**config.mk**
```make
export PLATFORM = sky130hd
export DESIGN_NAME = mem_image_writer
export DESIGN_NICKNAME = d
export VERILOG_FILES = /design/src/rtl/mem_image_writer_pkg.sv /design/src/rtl/mem_image_writer.sv
export SDC_FILE = /design/constraint.sdc
export NUM_CORES = 1
export LEC_CHECK = 0
export CAP_MARGIN = 30
export CORE_UTILIZATION = 35
export CTS_BUF_LIST = sky130_fd_sc_hd__clkbuf_16
export CTS_CLUSTER_DIAMETER = 30
export DETAILED_ROUTE_END_ITERATION = 7
export GPL_TIMING_DRIVEN = 0
export PLACE_DENSITY = 0.56
export SLEW_MARGIN = 15
export SYNTH_ARGS = -nofsm -noshare
export SYNTH_HDL_FRONTEND = slang
export SYNTH_SLANG_ARGS = --single-unit
export TNS_END_PERCENT = 30
```
**constraint.sdc**
```tcl
create_clock -name Clock -period 7.9 [get_ports Clock]
set_clock_uncertainty 0.2 [all_clocks]
set_input_delay 1.185 -clock Clock [delete_from_list [all_inputs] [get_ports Clock]]
set_output_delay 1.185 -clock Clock [all_outputs]
set_load 0.02 [all_outputs]
```
**src/rtl/mem_image_writer_pkg.sv**
```systemverilog
// Shared definitions for the program-memory image writer and its read-side counterpart.
// Holds the record-parser state encodings, default sync marker and memory geometry.
// No logic; imported by the writer top.
package mem_image_writer_pkg;

  // Memory geometry, shared with the memory display/read path.
  localparam int MEM_ADDR_W = 16;
  localparam int MEM_DATA_W = 8;

  // Default record start marker.
  localparam logic [7:0] SYNC_BYTE_DEF = 8'h55;

  // Record parser states, in stream order.
  typedef enum logic [2:0] {
    ST_IDLE = 3'd0,
    ST_AHI  = 3'd1,
    ST_ALO  = 3'd2,
    ST_LEN  = 3'd3,
    ST_DATA = 3'd4,
    ST_CHK  = 3'd5
  } state_t;

endpackage

```
**src/rtl/mem_image_writer.sv**
```systemverilog
// Parses framed load records (SYNC, ADDR_HI, ADDR_LO, LEN, data x LEN, CHK) and writes payload to memory.
// Latency: data byte accepted at edge N -> mem_we/addr/wdata in cycle N+1; CHK -> rec_ok/rec_err in cycle N+1.
// Backpressure: none; rx_ready is high whenever out of reset, throughput one byte per clock.
//
// Ports:
//   Clock, Reset            - system clock (rising edge), asynchronous active-high reset
//   rx_data/rx_valid/rx_ready - incoming byte stream, accepted on rx_valid & rx_ready
//   mem_addr/mem_wdata/mem_we - memory write port, one-cycle strobe, addr/data hold when idle
//   busy                    - a record is in progress
//   rec_ok/rec_err          - one-cycle record completion pulses (checksum good / bad)
//   err_cnt                 - saturating count of bad-checksum records
//   byte_cnt                - wrapping count of payload bytes written
module mem_image_writer
  import mem_image_writer_pkg::*;
#(
  parameter logic [7:0] SYNC_BYTE = SYNC_BYTE_DEF,
  parameter int         ERR_CNT_W = 8
) (
  input  logic                  Clock,
  input  logic                  Reset,
  input  logic [7:0]            rx_data,
  input  logic                  rx_valid,
  output logic                  rx_ready,
  output logic [MEM_ADDR_W-1:0] mem_addr,
  output logic [MEM_DATA_W-1:0] mem_wdata,
  output logic                  mem_we,
  output logic                  busy,
  output logic                  rec_ok,
  output logic                  rec_err,
  output logic [ERR_CNT_W-1:0]  err_cnt,
  output logic [15:0]           byte_cnt
);

  state_t                state, state_nxt;
  logic                  accept;
  logic [7:0]            sum;       // running checksum, excludes the sync byte
  logic [7:0]            sum_nxt;
  logic [7:0]            remain;    // payload bytes still expected in DATA
  logic [MEM_ADDR_W-1:0] wr_ptr;    // next write address; mem_addr only follows it on a write

  assign accept  = rx_valid & rx_ready;
  assign sum_nxt = sum + rx_data;
  assign busy    = (state != ST_IDLE);

  always_ff @(posedge Clock or posedge Reset) begin
    if (Reset) state <= ST_IDLE;
    else       state <= state_nxt;
  end

  always_comb begin
    state_nxt = state;
    if (accept) begin
      case (state)
        ST_IDLE: if (rx_data == SYNC_BYTE) state_nxt = ST_AHI;
        ST_AHI:  state_nxt = ST_ALO;
        ST_ALO:  state_nxt = ST_LEN;
        ST_LEN:  state_nxt = (rx_data != 8'd0) ? ST_DATA : ST_CHK;
        ST_DATA: if (remain == 8'd1) state_nxt = ST_CHK;
        ST_CHK:  state_nxt = ST_IDLE;
        default: state_nxt = ST_IDLE;
      endcase
    end
  end

  always_ff @(posedge Clock or posedge Reset) begin
    if (Reset) begin
      rx_ready  <= 1'b0;
      mem_addr  <= '0;
      mem_wdata <= '0;
      mem_we    <= 1'b0;
      rec_ok    <= 1'b0;
      rec_err   <= 1'b0;
      err_cnt   <= '0;
      byte_cnt  <= '0;
      sum       <= '0;
      remain    <= '0;
      wr_ptr    <= '0;
    end else begin
      rx_ready <= 1'b1;
      mem_we   <= 1'b0;
      rec_ok   <= 1'b0;
      rec_err  <= 1'b0;
      if (accept) begin
        case (state)
          ST_IDLE: sum <= '0;
          ST_AHI: begin
            wr_ptr[15:8] <= rx_data;
            sum          <= rx_data;
          end
          ST_ALO: begin
            wr_ptr[7:0] <= rx_data;
            sum         <= sum_nxt;
          end
          ST_LEN: begin
            remain <= rx_data;
            sum    <= sum_nxt;
          end
          ST_DATA: begin
            // Written straight through; a later bad checksum does not roll this back.
            mem_we    <= 1'b1;
            mem_addr  <= wr_ptr;
            mem_wdata <= rx_data;
            wr_ptr    <= wr_ptr + 16'd1;
            remain    <= remain - 8'd1;
            byte_cnt  <= byte_cnt + 16'd1;
            sum       <= sum_nxt;
          end
          ST_CHK: begin
            if (sum_nxt == 8'd0) begin
              rec_ok <= 1'b1;
            end else begin
              rec_err <= 1'b1;
              if (err_cnt != {ERR_CNT_W{1'b1}})
                err_cnt <= err_cnt + {{(ERR_CNT_W-1){1'b0}}, 1'b1};
            end
          end
          default: sum <= '0;
        endcase
      end
    end
  end

endmodule

```
Word level (Yosys, flattened, before mapping) --
Cells that the tools add are included.
Storage, ports and cells: register bits 87, bits of input ports 11, output and inout port bits 53
Operators by class: add/sub/neg operators 5, equality and inequality tests 10, multiplexer cells 16, bitwise gates (word level) 3, reduce and logical (&&, ||, !) cells 15
Operator list (count):
- $pmux W8 S2 | 3
- $add A16 B1 Y16 const B | 2
- $pmux W8 S3 | 1
- $pmux W3 S5 | 1
- $reduce_and A2 Y1 | 5
- $mux W1 | 9
- $add A8 B1 Y8 const B | 1
- $add A8 B8 Y8 | 1
- $eq A8 B1 Y1 const B | 1
- $eq A8 B7 Y1 const B | 1
- $logic_not A8 Y1 | 1
- $ne A8 B8 Y1 const B | 1
- $reduce_bool A8 Y1 | 1
- $sub A8 B1 Y8 const B | 1
- $eq A3 B2 Y1 const B | 2
- $eq A3 B3 Y1 const B | 2
- $mux W3 | 2
- $reduce_bool A2 Y1 | 3
- $ne A2 B2 Y1 const B | 2
- $reduce_and A4 Y1 | 1
- $eq A3 B1 Y1 const B | 1
- $logic_not A3 Y1 | 1
- $reduce_and A3 Y1 | 1
- $reduce_bool A3 Y1 | 1
- 3 further kinds | 4

Logic depth before layout (Yosys ltp) --
word-level depth 5, mapped depth 9

Worst setup path before layout --
OpenSTA, ideal clock, no wires.
path type in2reg, start in rx_data[0], end reg err_cnt[1], library setup time 125 ps, arrival 3376 ps, required time 7575 ps, path slack 4199 ps, stages 8, buffers on the path 0, cells stage by stage ha_1 > fa_1 > a211oi_4 > nor4b_1 > or3b_4 > nor4_4 > nor3_2 > mux2_4
Between the ends: word-level cells in the longest chain between the ends 4
Ends and longest elaborated chain:
- start: declaration | RTL line mem_image_writer.sv:21 | input logic [7:0] rx_data,
- $add A8 B8 Y8 | RTL line mem_image_writer.sv:42 | assign sum_nxt = sum + rx_data;
- $logic_not A8 Y1 | RTL line mem_image_writer.sv:109 | if (sum_nxt == 8'd0) begin
- $not A1 Y1 (no line)
- $reduce_and A4 Y1 (no line)
- end signal: assignment | RTL line mem_image_writer.sv:114 | err_cnt <= err_cnt + {{(ERR_CNT_W-1){1'b0}}, 1'b1};
- end: declaration | RTL line mem_image_writer.sv:30 | output logic [ERR_CNT_W-1:0] err_cnt,
Every way passes these cells. A chain may end at the register's enable or synchronous reset.

Worst setup path in the final report --
Same ends and word-level chain as after synthesis.

==> impl_metrics.toml <==
[drt]
via_per_inst = 5.362
drt_iter0_markers = 147
vias = 3700
post_drt_wl_per_cell_um = 15.71
first_pass_iters = 4
routed_wl_mm = 10.84
antenna_left = 0
drcViolationCount = 0

[logic_synthesis]
ys_seq_elements = 87
synth_fp_nets = 468
synthDistinctLibCells = 56
ys.warnings.count = 0
synth.cell_area_um2 = 4486
synth_top_area_share = 0.4854
synth_edf_count = 0
ys_async_sr_fraction = 1.000
yosysSeqAreaShare = 0.4854
synthTopCellsByArea = "dfrtp_1, mux2_1, nand2_1"
yosys.area.top_type = "dfrtp_1"
synth_cells = 444
avgSynthCellArea_um2 = 10.10
synth-main-ff-cell = "dfrtp_1"

[sta]
tightest_slew_ns = 0.5758
max_freq_mhz = 229.7
maxSlewViolCount = 0
layout_min_cycle_time_ns = 4.353
period_share = 0.5510
slew_headroom = 0.6132
final-setup-viol-count = 0
finalWorstSetupSlack_ns = 3.547
setup_tns_ns = 0
rsz0062_at_grt = "false"
hold_ws_ns = 0.2806
hold_viol = 0

[critical_path]
critPathLaunchType = "input port"
crit_type = "input port to register"
cp_max_fo = 9
arrival_ns = 4.38
cp-end-kind = "register"
cp_data_required_time_ns = 7.93

[global_routing]
grt_pass1_wl_mm = 18.33
grt_max_degree = 62
antenna_found_initial = 0
track_usage = 0.1794
grt_pass1_vias = 3656
grt.overflow.total = 0

[pwr]
p_per_area_nw_per_um2 = 314.3
internal-power_mw = 1.119
switching_power_uw = 650.3
total_power_mw = 1.769
pwr-share-comb = 0.379
p_seq_frac = 0.393
clkPwrFrac = 0.228
sw_frac_of_total = 0.3676
p_leak_nw = 2.448
irDropWorstVdd_uv = 125.8

[floorplan]
die-width_um = 115.2
coreArea_um2 = 12260
io_pins = 64
die_h_um = 115.2
die_area_um2 = 13270
rows = 40
initial_core_util = 0.3658

[hold_path]
hold_class = "register to register"

[finish]
fillers = 1210
drive_above_1_share = 0.05939
fin_area_um2 = 5629
area_delta_synth_final_pct = 25.50
regArea_um2 = 2177
final_util = 0.4591
antenna_cells = 0
final_cells = 690
multiInputGateArea_um2 = 2213
fin_nets = 544

[clock_network]
post_cts_buffers = 0
tritoncts = "done"
holdBufCountCts = 0
htreeDepth = 3
ctsResizeCount = 0
clockRootBuffer = "clkbuf_16"
clk_latency_ns = 0.35
clockBufferDepth = 2
cts_buffers = 9
clk_pin_slew_worst_paths_ns = 0.06
clock-sinks = 87

[placed_design]
io_buffers = 63
dp_cells = 677
gp_congestion = 0.8417
hpwlAfterDp_mm = 7.646
place_area_um2 = 5361
place_ws_ns = 3.208

[job]
max-cap-violations = 0

[run_status]
outcome = "finished clean"
-- cells in the final DEF (no fill, tap or decap), types with 3 or more instances in the layout --
cell type        Yosys  final
a21oi_1             31     31
a22o_1               6      6
a22oi_1              8      8
and3_1               7      7
and4_1               3      3
buf_2                4      5
clkbuf_1            12     12
clkbuf_16            0      9
clkdlybuf4s50_1      0     63
dfrtp_1             87     87
ha_1                12     12
inv_1                4      5
mux2_1              26     26
nand2_1             50     50
nand3_1             18     18
nand3b_1             3      3
nand4_1              5      5
nor2_1              29     29
nor2b_1              3      3
nor3_1              11     11
nor3b_1              4      4
nor4_1               3      3
nor4b_1              3      3
o211ai_1             3      3
o21ai_0             20     20
o21ai_1             19     19
o22ai_1              5      5
o31ai_1              4      4
or3_1                5      5
xnor2_1             10     10
xor2_1              12     12
-- layer usage --
metal,global-route usage,part of all wire
met5,0,0
met4,0.08139,0.018
met3,0.03426,0.033
met2,0.2715,0.45
met1,0.2486,0.50
-- critical path: stages --
cell and delay, ns:
clkdlybuf4s50_1 0.62, ha_1 0.35, fa_1 0.44, a211oi_4 0.30
nor4b_1 0.09, or3b_4 0.41, nor4_4 0.52, nor3_2 0.14
mux2_4 0.32
-- final cells by class --
type                            count  share of cell area
Multi-Input combinational cell    334              0.3932
Sequential cell                    87              0.3868
Timing Repair Buffer               65              0.1178
Clock buffer                        9             0.04001
Tap cell                          168             0.03734
Buffer                             19             0.01423
Clock inverter                      4            0.007557
Inverter                            4            0.003112
-- power by group through the flow --
stage,sequential (mW),clock (mW),combinational (mW)
after detailed placement,0.702,0,0.670
after floorplan,0.736,0,0.398
after global placement,0.698,0,0.657
final,0.695,0.403,0.671
after global routing,0.717,0.434,0.742
after CTS,0.695,0.417,0.673
-- kinds of logic after synthesis --
kind of cell | Yosys count | synth area share
mux | 29 | 0.07448
flops | 87 | 0.4854
fa+ha+maj | 13 | 0.03794
simple gates | 156 | 0.1782
compound gates | 112 | 0.1554
xor+xnor | 23 | 0.04658
buf+inv | 23 | 0.02120
other cells | 1 | 0.0008360
-- cells in the mapped netlist, types with 2 or more instances --
master,number
a21o_1,2
a21oi_1,31
a22o_1,6
a22oi_1,8
a31oi_1,2
and2_1,2
and3_1,7
and4_1,3
buf_1,2
buf_2,4
clkbuf_1,12
dfrtp_1,87
ha_1,12
inv_1,4
mux2_1,26
mux2_4,2
nand2_1,50
nand2b_1,2
nand3_1,18
nand3b_1,3
nand4_1,5
nor2_1,29
nor2b_1,3
nor3_1,11
nor3_2,2
nor3b_1,4
nor4_1,3
nor4b_1,3
o211ai_1,3
o21ai_0,20
o21ai_1,19
o22ai_1,5
o2bb2ai_1,2
o31ai_1,4
o32ai_1,2
or3_1,5
or3b_1,2
xnor2_1,10
xor2_1,12
-- worst paths after layout --
check / from / depth (start not counted) / slack [ns] / end
min in group asynchronous: Reset / 2 / 0.98 / sum[3]
hold reg to reg: mem_addr[5] / 1 / 0.28 / mem_addr[5]
setup / recovery: rx_data[0] / 9 / 3.55 / err_cnt[1]
setup reg to reg: sum[0] / 8 / 4.74 / err_cnt[1]
max in group asynchronous: Reset / 3 / 5.89 / mem_addr[2]
hold / removal: mem_addr[5] / 1 / 0.28 / mem_addr[5]
-- flip-flops by register name (all words and copies together) (netlist names) --
name,flops
remain,8
mem_addr,16
state,3
rec_ok,1
mem_wdata,8
err_cnt,8
rec_err,1
sum,8
byte_cnt,16
wr_ptr,16
mem_we,1
rx_ready,1
(Power assumes the default switching activity.)
